`config.mk`:
```
export PLATFORM = sky130hd
export DESIGN_NAME = preamble_insert
export DESIGN_NICKNAME = d
export VERILOG_FILES = /design/src/rtl/preamble_insert.sv
export SDC_FILE = /design/constraint.sdc
export NUM_CORES = 1
export LEC_CHECK = 0
export ABC_AREA = 0
export CAP_MARGIN = 0
export CORE_MARGIN = 2
export CORE_UTILIZATION = 47
export DETAILED_ROUTE_END_ITERATION = 10
export MAX_ROUTING_LAYER = met4
export PLACE_DENSITY = 0.78
export SKIP_LAST_GASP = 1
export SLEW_MARGIN = 20
export SYNTH_ARGS = -nofsm -noshare
export SYNTH_HDL_FRONTEND = slang
export SYNTH_SLANG_ARGS = --single-unit
export TNS_END_PERCENT = 10
```
`constraint.sdc`:
```
create_clock -name clk -period 3 [get_ports clk]
set_input_delay 0.6 -clock clk [delete_from_list [all_inputs] [get_ports clk]]
set_output_delay 0.6 -clock clk [all_outputs]
set_load 0.005 [all_outputs]
```
`src/rtl/preamble_insert.sv`:
```
// rtl/preamble_insert.sv - TX framer: LFSR sign-pattern preamble, then frame IQ pass-through
// Define PRE_GUARD_EN to insert GUARD_LEN zero samples between preamble and data.
module preamble_insert #(
  parameter int unsigned PRE_LEN   = 1024,
  parameter int unsigned PRE_REPS  = 2,
  parameter logic [15:0] AMP       = 16'h2000,
  parameter logic [9:0]  LFSR_SEED = 10'h3FF,
  parameter int unsigned GUARD_LEN = 64
) (
  input  logic        clk,
  input  logic        rst,
  input  logic        cyc_i,
  input  logic        stb_i,
  output logic        ack_o,
  input  logic [31:0] dat_in,
  output logic        cyc_o,
  output logic        stb_o,
  output logic        we_o,
  input  logic        ack_i,
  output logic [31:0] dat_out,
  output logic        busy
);

  // One sample counter serves both the preamble repetition and the guard interval
  localparam int unsigned CNT_MAX = (PRE_LEN > GUARD_LEN) ? PRE_LEN : GUARD_LEN;
  localparam int unsigned CW      = $clog2(CNT_MAX + 1);
  localparam int unsigned RW      = $clog2(PRE_REPS + 1);
  localparam logic [15:0] NEG_AMP = ~AMP + 16'd1;

  typedef enum logic [2:0] {S_IDLE, S_PRE, S_GUARD, S_DATA, S_DONE} state_t;

  state_t        state_q, state_d;
  logic [CW-1:0] cnt_q, cnt_d;
  logic [RW-1:0] rep_q, rep_d;
  logic [9:0]    lfsr_q, lfsr_d;
  logic          cyc_o_q, cyc_o_d;
  logic          stb_o_q, stb_o_d;
  logic [31:0]   dat_q, dat_d;
  logic          cyc_dly_q, cyc_dly_d;
  logic          out_halt;
  logic          out_take;

  function automatic logic [31:0] pre_sample(input logic [9:0] l);
    return {(l[1] ? NEG_AMP : AMP), (l[0] ? NEG_AMP : AMP)};
  endfunction

  function automatic logic [9:0] lfsr_next(input logic [9:0] l);
    return {l[8:0], l[9] ^ l[6]};
  endfunction

  assign out_halt = stb_o_q & ~ack_i;
  assign out_take = stb_o_q & ack_i;

  always_comb begin
    state_d   = state_q;
    cnt_d     = cnt_q;
    rep_d     = rep_q;
    lfsr_d    = lfsr_q;
    cyc_o_d   = cyc_o_q;
    stb_o_d   = stb_o_q;
    dat_d     = dat_q;
    cyc_dly_d = cyc_i;
    ack_o     = 1'b0;
    case (state_q)
      S_IDLE: begin
        if (cyc_i & ~cyc_dly_q) begin
          state_d = S_PRE;
          cyc_o_d = 1'b1;
          stb_o_d = 1'b1;
          lfsr_d  = LFSR_SEED;
          dat_d   = pre_sample(LFSR_SEED);
          cnt_d   = '0;
          rep_d   = '0;
        end
      end
      S_PRE: begin
        if (out_take) begin
          if (cnt_q == CW'(PRE_LEN - 1)) begin
            cnt_d  = '0;
            lfsr_d = LFSR_SEED;
            if (rep_q == RW'(PRE_REPS - 1)) begin
              rep_d = '0;
`ifdef PRE_GUARD_EN
              state_d = S_GUARD;
              dat_d   = '0;
`else
              state_d = S_DATA;
              stb_o_d = 1'b0;
`endif
            end else begin
              rep_d = rep_q + 1'b1;
              dat_d = pre_sample(LFSR_SEED);
            end
          end else begin
            cnt_d  = cnt_q + 1'b1;
            lfsr_d = lfsr_next(lfsr_q);
            dat_d  = pre_sample(lfsr_d);
          end
        end
      end
`ifdef PRE_GUARD_EN
      S_GUARD: begin
        if (out_take) begin
          if (cnt_q == CW'(GUARD_LEN - 1)) begin
            cnt_d   = '0;
            state_d = S_DATA;
            stb_o_d = 1'b0;
          end else begin
            cnt_d = cnt_q + 1'b1;
          end
        end
      end
`endif
      S_DATA: begin
        ack_o = cyc_i & stb_i & ~out_halt;
        // Close only once any pending output word has been taken downstream
        if (~cyc_i & ~out_halt) begin
          state_d = S_DONE;
          cyc_o_d = 1'b0;
          stb_o_d = 1'b0;
        end else if (ack_o) begin
          dat_d   = dat_in;
          stb_o_d = 1'b1;
        end else if (~out_halt) begin
          stb_o_d = 1'b0;
        end
      end
      S_DONE: begin
        state_d = S_IDLE;
        cyc_o_d = 1'b0;
        stb_o_d = 1'b0;
      end
      default: state_d = S_IDLE;
    endcase
  end

  always_ff @(posedge clk) begin
    if (!rst) begin
      state_q   <= S_IDLE;
      cnt_q     <= '0;
      rep_q     <= '0;
      lfsr_q    <= LFSR_SEED;
      cyc_o_q   <= 1'b0;
      stb_o_q   <= 1'b0;
      dat_q     <= '0;
      cyc_dly_q <= 1'b0;
    end else begin
      state_q   <= state_d;
      cnt_q     <= cnt_d;
      rep_q     <= rep_d;
      lfsr_q    <= lfsr_d;
      cyc_o_q   <= cyc_o_d;
      stb_o_q   <= stb_o_d;
      dat_q     <= dat_d;
      cyc_dly_q <= cyc_dly_d;
    end
  end

  assign cyc_o   = cyc_o_q;
  assign stb_o   = stb_o_q;
  assign we_o    = stb_o_q;
  assign dat_out = dat_q;
  assign busy    = (state_q != S_IDLE);

endmodule

```
Word level (Yosys, flattened, before mapping)

Index checks and enable logic that the tools add are counted.

Bits of input ports: 37
Bits in latches: 0
Bits in registers: 61
Output and inout port bits: 37
Bits in writable memories: 0
Logic and storage cells: 86
Memories kept: 0
Memory bits (read-only): 0

Shift operators: 0
Equality and inequality tests: 14
Magnitude comparators: 0
Divide/modulo/power cells: 0
Bitwise gates (word level): 11
Muxes and demuxes: 39
Add/sub/neg operators: 2
Reduce and logical (&&, ||, !) cells: 12
Multipliers: 0

Operators with widths:

| kind                  | number |
|---|---|
| $mux 32               | 6 |
| $pmux 32 s3           | 1 |
| $mux 11               | 3 |
| $mux 16               | 2 |
| $mux 10               | 3 |
| $pmux 11 s2           | 1 |
| $pmux 10 s2           | 1 |
| $mux 3                | 5 |
| $ne 2x2->1 const B    | 7 |
| $reduce_and 6->1      | 2 |
| $add 11x1->11 const B | 1 |
| $eq 11x10->1 const B  | 1 |
| $mux 1                | 9 |
| $pmux 3 s3            | 1 |
| $reduce_bool 3->1     | 3 |
| $mux 2                | 4 |
| $and 1x1->1           | 6 |
| $reduce_and 3->1      | 2 |
| $reduce_and 5->1      | 1 |
| $ne 4x4->1 const B    | 1 |
| $not 1->1             | 4 |
| $pmux 1 s4            | 1 |
| $pmux 2 s2            | 1 |
| $reduce_and 4->1      | 1 |
| 11 further kinds      | 11 |

Logic depth before layout (Yosys ltp)

Depth after elaboration: 7
Mapped depth: 7
Mapped depth without buffers: 5

Worst setup path after synthesis

OpenSTA, ideal clock, no wires.

Path type: input to register
Start point: input ack_i
End point: register dat_q[14], in the netlist dat_out[14]
Library setup time: 0.124 ns
Arrival: 1.742 ns
Required time: 2.876 ns
Buffers on the path: 3
Stages on the path: 7
Setup slack: 1.135 ns
Path through: and3_1 > clkbuf_1 > o21ai_2 > a22o_1 > buf_6 > buf_6 > mux2i_1

Longest elaborated chain between the ends: 6
Elaborated cells on any way between the ends: 10
Those cells by class: eq/ne (3); bitwise (6); reduce/logical (1)

RTL lines:

| what                                  | RTL line | RTL |
|---|---|---|
| start, declared                       | 19       | `input logic ack_i,` |
| $not 1->1                             | 51       | `assign out_halt = stb_o_q & ~ack_i;` |
| $and 1x1->1                           | 51       |  |
| $not 1->1                             | n/a      |  |
| $and 1x1->1 (on tied branches)        | 117, 115 |  |
| $ne 2x2->1 (no source line)           | n/a      |  |
| $reduce_and 6->1 (no source line) (*) | n/a      |  |
| end signal, assigned                  | 154      | `dat_q <= dat_d;` |
| end, declared                         | 38       | `logic [31:0] dat_q, dat_d;` |

Mark *: on every way between the ends. The rest lies on a longest branch, timed or not.
A chain may end at the register's enable or synchronous reset.

Worst setup path after layout

Start point: input ack_i
End point: output ack_o

Longest elaborated chain between the ends: 5

RTL lines:

| what          | RTL line | RTL |
|---|---|---|
| $not 1->1     | 51       |  |
| $and 1x1->1   | 51       |  |
| $not 1->1     | n/a      |  |
| $and 1x1->1   | 115      | `ack_o = cyc_i & stb_i & ~out_halt;` |
| $mux 1        | 64       | `case (state_q)` |
| end, declared | 14       | `output logic ack_o,` |

No other way between the ends.

==> flow_summary.toml <==
[run_status]
status = "complete, no violations"

[place]
io_buffers = 73
dp.cells = 433
hpwl_um = 4358
gp_congestion = 0.8467

[pwr]
ir_drop_mv = 0.2917
power_density_nw_per_um2 = 489.6
p_leak_nw = 1.452

[sta]
final-max-slew-violation-count = 0
skew_ns = 0.007443
whs_ns = 0.4588
period_needed_ns = 2.626
rsz0062_at_grt = "false"
worstMarginPinSlew_ns = 0.6532
hold_viol = 0
max_freq_mhz = 380.9
finalCritPeriodShare = 0.8752
setup_viol = 0
max_slew_margin = 0.5636
fin_tns_setup_ns = 0

[yosys]
ys_types = 54
seq_area_frac_synth = 0.4516
dominantRegCellSynth = "dfxtp_1"
synth_edf_count = 0
avgSynthCellArea_um2 = 8.953
synth_top_area_share = 0.4516
postSynthCellCount = 302
synth_seq_cells = 61
ys_top_cells_by_area = "dfxtp_1 45%, nand2_1 12%, mux2i_1 11%, nand3_1 2.0%, clkbuf_1 1.8%"
synthMostInstantiatedCell = "nand2_1"
yosys.area.top_type = "dfxtp_1"
synth_warnings = 0
synth_top_cells_by_count = "85 x nand2_1, 61 x dfxtp_1, 29 x mux2i_1"
netlist_area_um2 = 2704
syn_nets = 340
async_flop_share = 0

[setup_path]
start_kind = "input port"
worstPathArrival_ns = 2.03
worstSetupPathType = "in -> out"
crit_top_cell = "clkdlybuf4s50_1"
cp_cell_sequence = "clkdlybuf4s50_1, nand2b_1, nand4_2, inv_1, clkdlybuf4s50_1"
critPathSlowestCell = "clkdlybuf4s50_1"
crit_path_max_fanout = 7
cp.required_ns = 2.40
cp-end-kind = "output port"
critPathMaxStageDelay_ns = 0.49

[global_routing]
grt_pass1_wl_um = 10040
overflow = 0
grt_pass1_vias = 2226
antenna_found_initial = 0
grt_max_degree = 29
grtUsageTotal = 0.2087

[die]
die_y_um = 79.85
io_pins = 74
core_area_um2 = 5540
start_util = 0.4880
fp.dieW_um = 79.85
die-area_um2 = 6375
row_count = 27

[clock_network]
hold_buffers = 0
cts_tree = "done"
cts_resized = 0
clockBufferDepth = 2
clk_root_buffer_cell = "clkbuf_8"
cts.sinks = 61
clock_latency_ns = 0.33
ctsHtreeMaxLevel = 3
cts_buffers = 9
clkSlewWorstSetupHoldPaths_ns = 0.07
cts_setup_buffers = 0

[routing]
initialDrtViolationCount = 126
routed_wl_um = 6328
routed_via_density = 5.292
firstDrtPassIters = 4
avgRoutedWirePerCell_um = 14.09
antenna_left = 0
dr_total_vias = 2376
drc = 0

[finish]
nFillCells = 472
antennaDiodeCount = 0
drive_above_1_share = 0.08223
nNetsFinal = 410
area_growth_pct = 35.45
final_cell_count_no_fill = 449

[worst_hold_path]
min_path_type = "reg -> reg"

[run]
drv_cap = 0
==> area by class of cell <==
class                      instances  area (um2)  share of cell area
clock buffer                      10       137.6             0.03758
clock inverter                     6       62.56             0.01708
multi-input combinational        220        1371              0.3744
sequential                        61        1221              0.3334
inverter                           1       3.754            0.001025
tap                               72       90.09             0.02460
timing repair buffer              79       775.7              0.2118
==> cells by family after synthesis <==
group	after synthesis	share of synthesized area
buffers and inverters	21	0.04118
muxes	29	0.1074
DFF	61	0.4516
xor gates and xnor gates	7	0.02268
and+or+nand+nor	141	0.2559
adders and majority gates	1	0.004627
AOI/OAI and AO/OA	42	0.1166
==> critical path, delay by kind of cell <==
kind                   cells  cell delay, ns
buffers and inverters      3            1.07
AND/OR/NAND/NOR            2            0.35
==> cells in the final DEF, fill, tap and decap left out, drive strengths merged, types with 4 or more instances in the layout <==
master          n
nand2          85
clkdlybuf4s50  73
dfxtp          61
mux2i          29
nand3          11
nor2           10
clkbuf         10
a21oi           8
buf             6
o21ai           6
xor2            5
or3             4
nand2b          4
==> per-layer routing <==
metal	wire, um	track usage	vias up
met2	3043	0.3328	65
met5	0	-	-
met3	273	0.04299	16
met1	2783	0.2467	1108
met4	227	0.1153	0
li1	-	-	1187
==> metrics by stage <==
stage / setup slack [ns] / utilization / area, um2 / power [W]
after floorplan: 1.135 / - / 2704 / 0.0009918
after global placement: 0.3849 / 0.6249 / 3462 / 0.001082
after detailed placement: 0.3539 / 0.6249 / 3462 / 0.001084
after CTS: 0.3659 / 0.6610 / 3662 / 0.001813
after global routing: 0.2726 / 0.6610 / 3662 / 0.001866
final: 0.3743 / 0.6610 / 3662 / 0.001793
==> worst paths after layout <==
path | from | end | slack (ns) | cells past startpoint
setup / recovery | ack_i | ack_o | 0.37 | 5
hold / removal | dat_out[23] | dat_out[23] | 0.46 | 2
setup reg to reg | cnt_q[4] | dat_out[10] | 0.91 | 5
hold reg to reg | dat_out[23] | dat_out[23] | 0.46 | 2
==> power by group <==
part	internal, W	switching, W
clock	0.000403	0.000323
combinational	0.000118	0.0000937
sequential	0.000835	0.0000200
==> registers in the layout, indices dropped and copies added (netlist names) <==
register,cells
cyc_dly_q,1
cyc_o,1
rep_q,2
dat_out,32
state_q,3
lfsr_q,10
stb_o,1
cnt_q,11
No activity file was read; power rests on OpenSTA's default activity.
